==> src/rtl/vend_pkg.sv <==
// Shared vending definitions: FSM states, coin denominations and the price table
// consumed by the vending FSM.
package vend_pkg;

  typedef enum logic [2:0] {
    ST_IDLE   = 3'd0,
    ST_SELECT = 3'd1,
    ST_EJECT  = 3'd2,
    ST_DONE   = 3'd3,
    ST_FAULT  = 3'd4
  } state_e;

  localparam int NUM_COINS = 6;

  // Index equals the bit position in the one-hot eject command.
  localparam int COIN_1   = 0;
  localparam int COIN_5   = 1;
  localparam int COIN_10  = 2;
  localparam int COIN_25  = 3;
  localparam int COIN_100 = 4;
  localparam int COIN_500 = 5;

  localparam logic [15:0] VAL_1   = 16'd1;
  localparam logic [15:0] VAL_5   = 16'd5;
  localparam logic [15:0] VAL_10  = 16'd10;
  localparam logic [15:0] VAL_25  = 16'd25;
  localparam logic [15:0] VAL_100 = 16'd100;
  localparam logic [15:0] VAL_500 = 16'd500;

  localparam logic [15:0] PRICE_TABLE [16] = '{
    16'd50,  16'd65,  16'd75,  16'd90,  16'd100, 16'd115, 16'd125, 16'd135,
    16'd150, 16'd165, 16'd175, 16'd200, 16'd225, 16'd250, 16'd275, 16'd300
  };

  function automatic logic [15:0] coin_value(input int idx);
    logic [15:0] v;
    case (idx)
      COIN_500: v = VAL_500;
      COIN_100: v = VAL_100;
      COIN_25:  v = VAL_25;
      COIN_10:  v = VAL_10;
      COIN_5:   v = VAL_5;
      COIN_1:   v = VAL_1;
      default:  v = 16'd0;
    endcase
    return v;
  endfunction

  function automatic logic [15:0] onehot_value(input logic [5:0] oh);
    logic [15:0] v;
    v = 16'd0;
    for (int i = 0; i < NUM_COINS; i++) begin
      if (oh[i]) v = v | coin_value(i);
    end
    return v;
  endfunction

endpackage

==> src/rtl/coin_picker.sv <==
// Greedy coin selector: highest denomination that fits the remaining amount
// and whose hopper is not empty.
module coin_picker
  import vend_pkg::*;
(
  input  logic [15:0] remain,
  input  logic [5:0]  nonempty,
  output logic [5:0]  sel,
  output logic        found
);

  always_comb begin
    sel   = 6'd0;
    found = 1'b0;
    for (int i = NUM_COINS - 1; i >= 0; i--) begin
      if (!found && nonempty[i] && (coin_value(i) <= remain)) begin
        sel[i] = 1'b1;
        found  = 1'b1;
      end
    end
  end

endmodule

==> src/rtl/change_dispense_ctrl.sv <==
// Change payout sequencer: greedily ejects coins over a req/ack handshake,
// tracks hopper inventory and reports done, shortfall or hopper fault.
module change_dispense_ctrl
  import vend_pkg::*;
#(
  parameter int unsigned COIN_INIT   = 20,
  parameter int unsigned ACK_TIMEOUT = 255
) (
  input  logic        I_CLK,
  input  logic        I_RESET,
  input  logic        I_REQ_VALID,
  input  logic [15:0] I_REQ_AMOUNT,
  output logic        O_REQ_READY,
  output logic [5:0]  O_EJECT,
  input  logic        I_EJECT_ACK,
  input  logic        I_REFILL,
  output logic        O_DONE,
  output logic        O_SHORT,
  output logic [15:0] O_REMAIN,
  output logic        O_BUSY,
  output logic        O_FAULT,
  output logic [2:0]  O_DBG_STATE
);

  // Handshakes: a request transfers on a cycle where I_REQ_VALID and O_REQ_READY
  // are both high. O_EJECT stays constant until the cycle I_EJECT_ACK is seen high
  // (one coin per ack) or the ack timeout expires.
  localparam logic [7:0] INIT_CNT = 8'(COIN_INIT);
  localparam logic [7:0] TMO_LAST = 8'(ACK_TIMEOUT - 1);

  state_e      state_q, state_d;
  logic [15:0] remain_q, remain_d;
  logic [5:0]  eject_q, eject_d;
  logic [7:0]  tmo_q, tmo_d;
  logic        short_q, short_d;
  logic        fault_q, fault_d;
  logic [7:0]  count_q [NUM_COINS];
  logic [7:0]  count_d [NUM_COINS];

  logic [5:0]  nonempty;
  logic [5:0]  pick_sel;
  logic        pick_found;

  always_comb begin
    nonempty = 6'd0;
    for (int i = 0; i < NUM_COINS; i++) begin
      nonempty[i] = (count_q[i] != 8'd0);
    end
  end

  coin_picker u_picker (
    .remain   (remain_q),
    .nonempty (nonempty),
    .sel      (pick_sel),
    .found    (pick_found)
  );

  always_comb begin
    state_d  = state_q;
    remain_d = remain_q;
    eject_d  = eject_q;
    tmo_d    = tmo_q;
    short_d  = short_q;
    fault_d  = fault_q;
    count_d  = count_q;
    case (state_q)
      ST_IDLE: begin
        if (I_REFILL) begin
          for (int i = 0; i < NUM_COINS; i++) count_d[i] = INIT_CNT;
        end
        if (I_REQ_VALID && !fault_q) begin
          remain_d = I_REQ_AMOUNT;
          short_d  = 1'b0;
          state_d  = ST_SELECT;
        end
      end
      ST_SELECT: begin
        if (remain_q == 16'd0) begin
          short_d = 1'b0;
          state_d = ST_DONE;
        end else if (pick_found) begin
          eject_d = pick_sel;
          tmo_d   = 8'd0;
          state_d = ST_EJECT;
        end else begin
          short_d = 1'b1;
          state_d = ST_DONE;
        end
      end
      ST_EJECT: begin
        if (I_EJECT_ACK) begin
          // The picker only offers a coin whose value fits, so no underflow here.
          remain_d = remain_q - onehot_value(eject_q);
          for (int i = 0; i < NUM_COINS; i++) begin
            if (eject_q[i] && count_q[i] != 8'd0) count_d[i] = count_q[i] - 8'd1;
          end
          eject_d = 6'd0;
          tmo_d   = 8'd0;
          state_d = ST_SELECT;
        end else if (tmo_q == TMO_LAST) begin
          eject_d = 6'd0;
          fault_d = 1'b1;
          state_d = ST_FAULT;
        end else begin
          tmo_d = tmo_q + 8'd1;
        end
      end
      ST_DONE:  state_d = ST_IDLE;
      ST_FAULT: state_d = ST_FAULT;
      default:  state_d = ST_IDLE;
    endcase
  end

  always_ff @(posedge I_CLK) begin
    if (I_RESET) begin
      state_q  <= ST_IDLE;
      remain_q <= 16'd0;
      eject_q  <= 6'd0;
      tmo_q    <= 8'd0;
      short_q  <= 1'b0;
      fault_q  <= 1'b0;
      for (int i = 0; i < NUM_COINS; i++) count_q[i] <= INIT_CNT;
    end else begin
      state_q  <= state_d;
      remain_q <= remain_d;
      eject_q  <= eject_d;
      tmo_q    <= tmo_d;
      short_q  <= short_d;
      fault_q  <= fault_d;
      for (int i = 0; i < NUM_COINS; i++) count_q[i] <= count_d[i];
    end
  end

  assign O_REQ_READY = (state_q == ST_IDLE) && !fault_q;
  assign O_EJECT     = eject_q;
  assign O_DONE      = (state_q == ST_DONE);
  assign O_SHORT     = (state_q == ST_DONE) && short_q;
  assign O_REMAIN    = remain_q;
  assign O_BUSY      = (state_q != ST_IDLE);
  assign O_FAULT     = fault_q;
  assign O_DBG_STATE = state_q;

endmodule

==> config.mk <==
export PLATFORM = sky130hd
export DESIGN_NAME = change_dispense_ctrl
export DESIGN_NICKNAME = d
export VERILOG_FILES = /design/src/rtl/vend_pkg.sv /design/src/rtl/coin_picker.sv /design/src/rtl/change_dispense_ctrl.sv
export SDC_FILE = /design/constraint.sdc
export NUM_CORES = 1
export LEC_CHECK = 0
export ABC_AREA = 1
export CAP_MARGIN = 20
export CORE_MARGIN = 2
export CORE_UTILIZATION = 52
export CTS_CLUSTER_DIAMETER = 60
export DETAILED_ROUTE_END_ITERATION = 6
export PLACE_DENSITY = 0.74
export SYNTH_ARGS = -nofsm -noshare
export SYNTH_HDL_FRONTEND = slang
export SYNTH_SLANG_ARGS = --single-unit
==> constraint.sdc <==
create_clock -name I_CLK -period 2.1 [get_ports I_CLK]
set_clock_uncertainty 0.2 [all_clocks]
set_input_delay 0.315 -clock I_CLK [delete_from_list [all_inputs] [get_ports I_CLK]]
set_output_delay 0.315 -clock I_CLK [all_outputs]
set_load 0.02 [all_outputs]
==> impl_metrics.py, run 1 <==
metrics = {
    "routing": {
        "wl_um": 15600,
        "drtIter0Drc": 491,
        "vias": 5753,
        "drtPass1Iterations": 6,
        "wl_per_cell_um": 15.0,
        "final_antenna_net_count": 0,
        "viasPerCell": 5.52,
        "drc": 0,
    },
    "cells_and_area": {
        "diodes": 0,
        "fillers": 644,
        "drive_gt1_frac": 0.308,
        "fin_cells": 1042,
        "final_common_cell": "nand2_1",
        "syn_to_final_growth_pct": 46.1,
        "nNetsFinal": 953,
        "layout_common_cells": "nand2_1, buf_4, inv_1",
        "final_area_sq_um": 7290,
    },
    "floorplanning": {
        "dieArea_sq_um": 10400,
        "fp.dieW_um": 102,
        "core-area_sq_um": 9280,
        "dieHeight_um": 102,
        "fp-row-count": 35,
        "ios": 51,
        "initial_utilization": 0.538,
    },
    "critical_path": {
        "required_ns": 2.19,
        "crit_chain": "buf_6 -> inv_4 -> nand2_1 -> nor2_2 -> nor2_1 -> nor2_1 -> nand2_1 -> nand2_2 -> nand3_2 -> nor2_2 -> nand4_1 -> nand2_2 -> nor2_1 -> nor2_1",
        "critPathMaxFanout": 7,
        "crit_type": "reg2reg",
        "r2r_start": "O_REMAIN[2]$_SDFFE_PP0P_",
        "arrival_ns": 2.42,
        "r2r_end": "O_EJECT[3]$_SDFFE_PP0P_",
        "ff2ff_path_depth": 14,
        "critical_path.max_stage_delay_ns": 0.34,
        "start_kind": "flip-flop",
        "rrSetupSlack_ns": -0.22,
        "slowest_stage": "dfxtp_2",
        "path_common_cell": "nor2_1",
        "endpoint_kind": "flip-flop",
        "crit_end": "O_EJECT[3]$_SDFFE_PP0P_",
        "worstSetupStartpoint": "O_REMAIN[2]$_SDFFE_PP0P_",
    },
    "synth": {
        "synth_fa_ha_area_frac": 0.0617,
        "synth-xor-area-share": 0.0140,
        "synth_ff_type": "dfxtp_1",
        "ys_ff_latch": 83,
        "ys_warn_count": 0,
        "synth_cells": 739,
        "synth_edf_count": 0,
        "synth.distinct_cells": 46,
        "async_flop_share": 0,
        "syn_area_sq_um": 4990,
        "synth_fp_nets": 784,
        "syn_area_per_cell_sq_um": 6.75,
        "synth_simple_gate_area_frac": 0.308,
        "synth_compound_area_frac": 0.186,
        "ys_seq_area_frac": 0.333,
        "synth_top_family_by_area": "simple AND/OR/NAND/NOR gates",
        "synth_mux_area_frac": 0,
    },
    "global_route": {
        "grt_max_degree": 31,
        "grt-ovfl-total": 0,
        "grt_pass1_vias": 5493,
        "grt_pass1_wl_um": 23100,
        "antenna_found_initial": 0,
        "grt_use_total": 0.279,
    },
    "min_path": {
        "hold_class": "reg2reg",
    },
    "cts": {
        "clk_latency_ns": 0.38,
        "cts_tree": "built",
        "htreeDepth": 3,
        "cts.path.max_buffers": 2,
        "tritoncts_num_sinks": 83,
        "ctsRootBufferMaster": "clkbuf_8",
        "clk_pin_slew_ns": 0.09,
        "cts_inserted_buffers": 9,
    },
    "sta": {
        "rsz0062_at_grt": "true",
        "slew_violations": 0,
        "slew_headroom": 0.648,
        "period_minus_slack_ns": 2.32,
        "fin_setup_tns_ns": -5.19,
        "max_freq_mhz": 430,
        "hold_viol_final": 0,
        "fin_crit_sh": 1.11,
        "tightest_slew_ns": 0.526,
        "fin_ws_ns": -0.224,
        "setup_viol": 41,
    },
    "power": {
        "peakVddDrop_mv": 0.730,
        "p_leak_nw": 3.10,
        "pwr_density_cell_nw_per_um2": 1170,
    },
    "placement": {
        "post_dp_cell_area_sq_um": 6340,
        "routabilityCongestion": 0.921,
        "dp_cells": 994,
        "detailed_place_hpwl_um": 9990,
        "portBuffers": 50,
    },
    "outcome": {
        "status": "complete, but fails checks",
        "violations": "setup timing",
    },
    "job": {
        "cap_violations": 0,
    },
}
[worst min path at each step]
stage / depth (start not counted) / slack, ns / from / end
2_1_floorplan: 1 / 0.21 / count_q[23]$_SDFFE_PP0P_ / count_q[23]$_SDFFE_PP0P_
3_3_place_gp: 1 / 0.22 / count_q[23]$_SDFFE_PP0P_ / count_q[23]$_SDFFE_PP0P_
3_5_place_dp: 1 / 0.23 / count_q[23]$_SDFFE_PP0P_ / count_q[23]$_SDFFE_PP0P_
4_1_cts: 1 / 0.25 / count_q[23]$_SDFFE_PP0P_ / count_q[23]$_SDFFE_PP0P_
5_1_grt: 1 / 0.27 / count_q[23]$_SDFFE_PP0P_ / count_q[23]$_SDFFE_PP0P_
6_report: 1 / 0.24 / count_q[23]$_SDFFE_PP0P_ / count_q[23]$_SDFFE_PP0P_
[power by group]
part,internal [W],switching [W]
Clock,0.000620,0.000633
Combinational,0.00239,0.00284
Sequential,0.00181,0.000230
Total,0.00482,0.00371
[routing by layer]
metal  up-vias  share of wire  track usage
met5         -              0            0
li1       2774              -            -
met3        92          0.059       0.0643
met1      2648           0.37        0.289
met4         0          0.052        0.131
met2       239           0.51        0.528
[repair_timing]
item	in CTS	in global routing
pin swaps	33	30
setup endpoints to repair	42	70
resized for setup	77	80
hold buffers	0	0
gates cloned	1	0
buffers inserted	17	17
[cell families after synthesis]
group | after synthesis
AOI/OAI and AO/OA | 161
xor gates and xnor gates | 8
adders and majority gates | 24
buffers and inverters | 125
DFF | 83
and+or+nand+nor | 338
[worst max-delay path, delay by kind of cell, from the launching register on]
| kind | cells | cell delay [ns] |
|---|---|---|
| buffers and inverters | 2 | 0.18 |
| AND/OR/NAND/NOR | 12 | 1.54 |
| flip-flops | 1 | 0.34 |
[area by class of cell]
| type | count | area (sq um) | share of cell area |
|---|---|---|---|
| clock buffers | 13 | 159 | 0.0218 |
| clock inverters | 3 | 45.0 | 0.00618 |
| inverters | 108 | 419 | 0.0575 |
| multi-input cells | 532 | 3330 | 0.457 |
| flip-flops and latches | 83 | 1700 | 0.232 |
| well taps | 129 | 161 | 0.0221 |
| repair buffers | 174 | 1480 | 0.203 |
[stage by stage]
| stage | hold WS (ns) | utilization | setup WS, ns | power [W] |
|---|---|---|---|---|
| 2_1_floorplan | 0.212 | - | -0.122 | 0.00427 |
| 3_3_place_gp | 0.224 | 0.683 | -0.290 | 0.00576 |
| 3_5_place_dp | 0.232 | 0.683 | -0.428 | 0.00587 |
| 4_1_cts | 0.245 | 0.749 | -0.179 | 0.00774 |
| 5_1_grt | 0.267 | 0.785 | -0.311 | 0.00899 |
| 6_report | 0.243 | 0.785 | -0.224 | 0.00853 |
[Yosys cell counts (5+ instances only)]
cell type,number,share of area
nand2_2,6,0.0075
o21ai_0,43,0.043
dfxtp_1,83,0.33
ha_1,23,0.058
nor2_2,8,0.010
nor4_1,5,0.0063
o21a_1,10,0.015
nor3_1,17,0.017
xor2_1,8,0.014
nand3_1,48,0.048
nand4_1,15,0.019
a211oi_1,5,0.0075
nand2_1,134,0.10
inv_1,103,0.077
a21oi_1,76,0.076
nor2_1,87,0.065
buf_2,6,0.0060
clkbuf_1,7,0.0053
o21ai_1,5,0.0050
nand3b_1,5,0.0075
[sequential cells by signal (all words and copies together), names as in the netlist]
register,count
O_DBG_STATE,3
O_EJECT,6
O_FAULT,1
O_REMAIN,16
count_q,48
short_q,1
tmo_q,8
No activity file was read; power rests on OpenSTA's default activity.
==> run 2: changes to the inputs <==
--- a/config.mk
+++ b/config.mk
@@ -9,7 +9,7 @@
 export CAP_MARGIN = 20
 export CORE_MARGIN = 2
 export CORE_UTILIZATION = 52
-export CTS_CLUSTER_DIAMETER = 60
+export CTS_CLUSTER_DIAMETER = 80
 export DETAILED_ROUTE_END_ITERATION = 6
 export PLACE_DENSITY = 0.74
 export SYNTH_ARGS = -nofsm -noshare
==> results of run 2 <==
Final layout, timing and power as in run 1 (identical DEF).
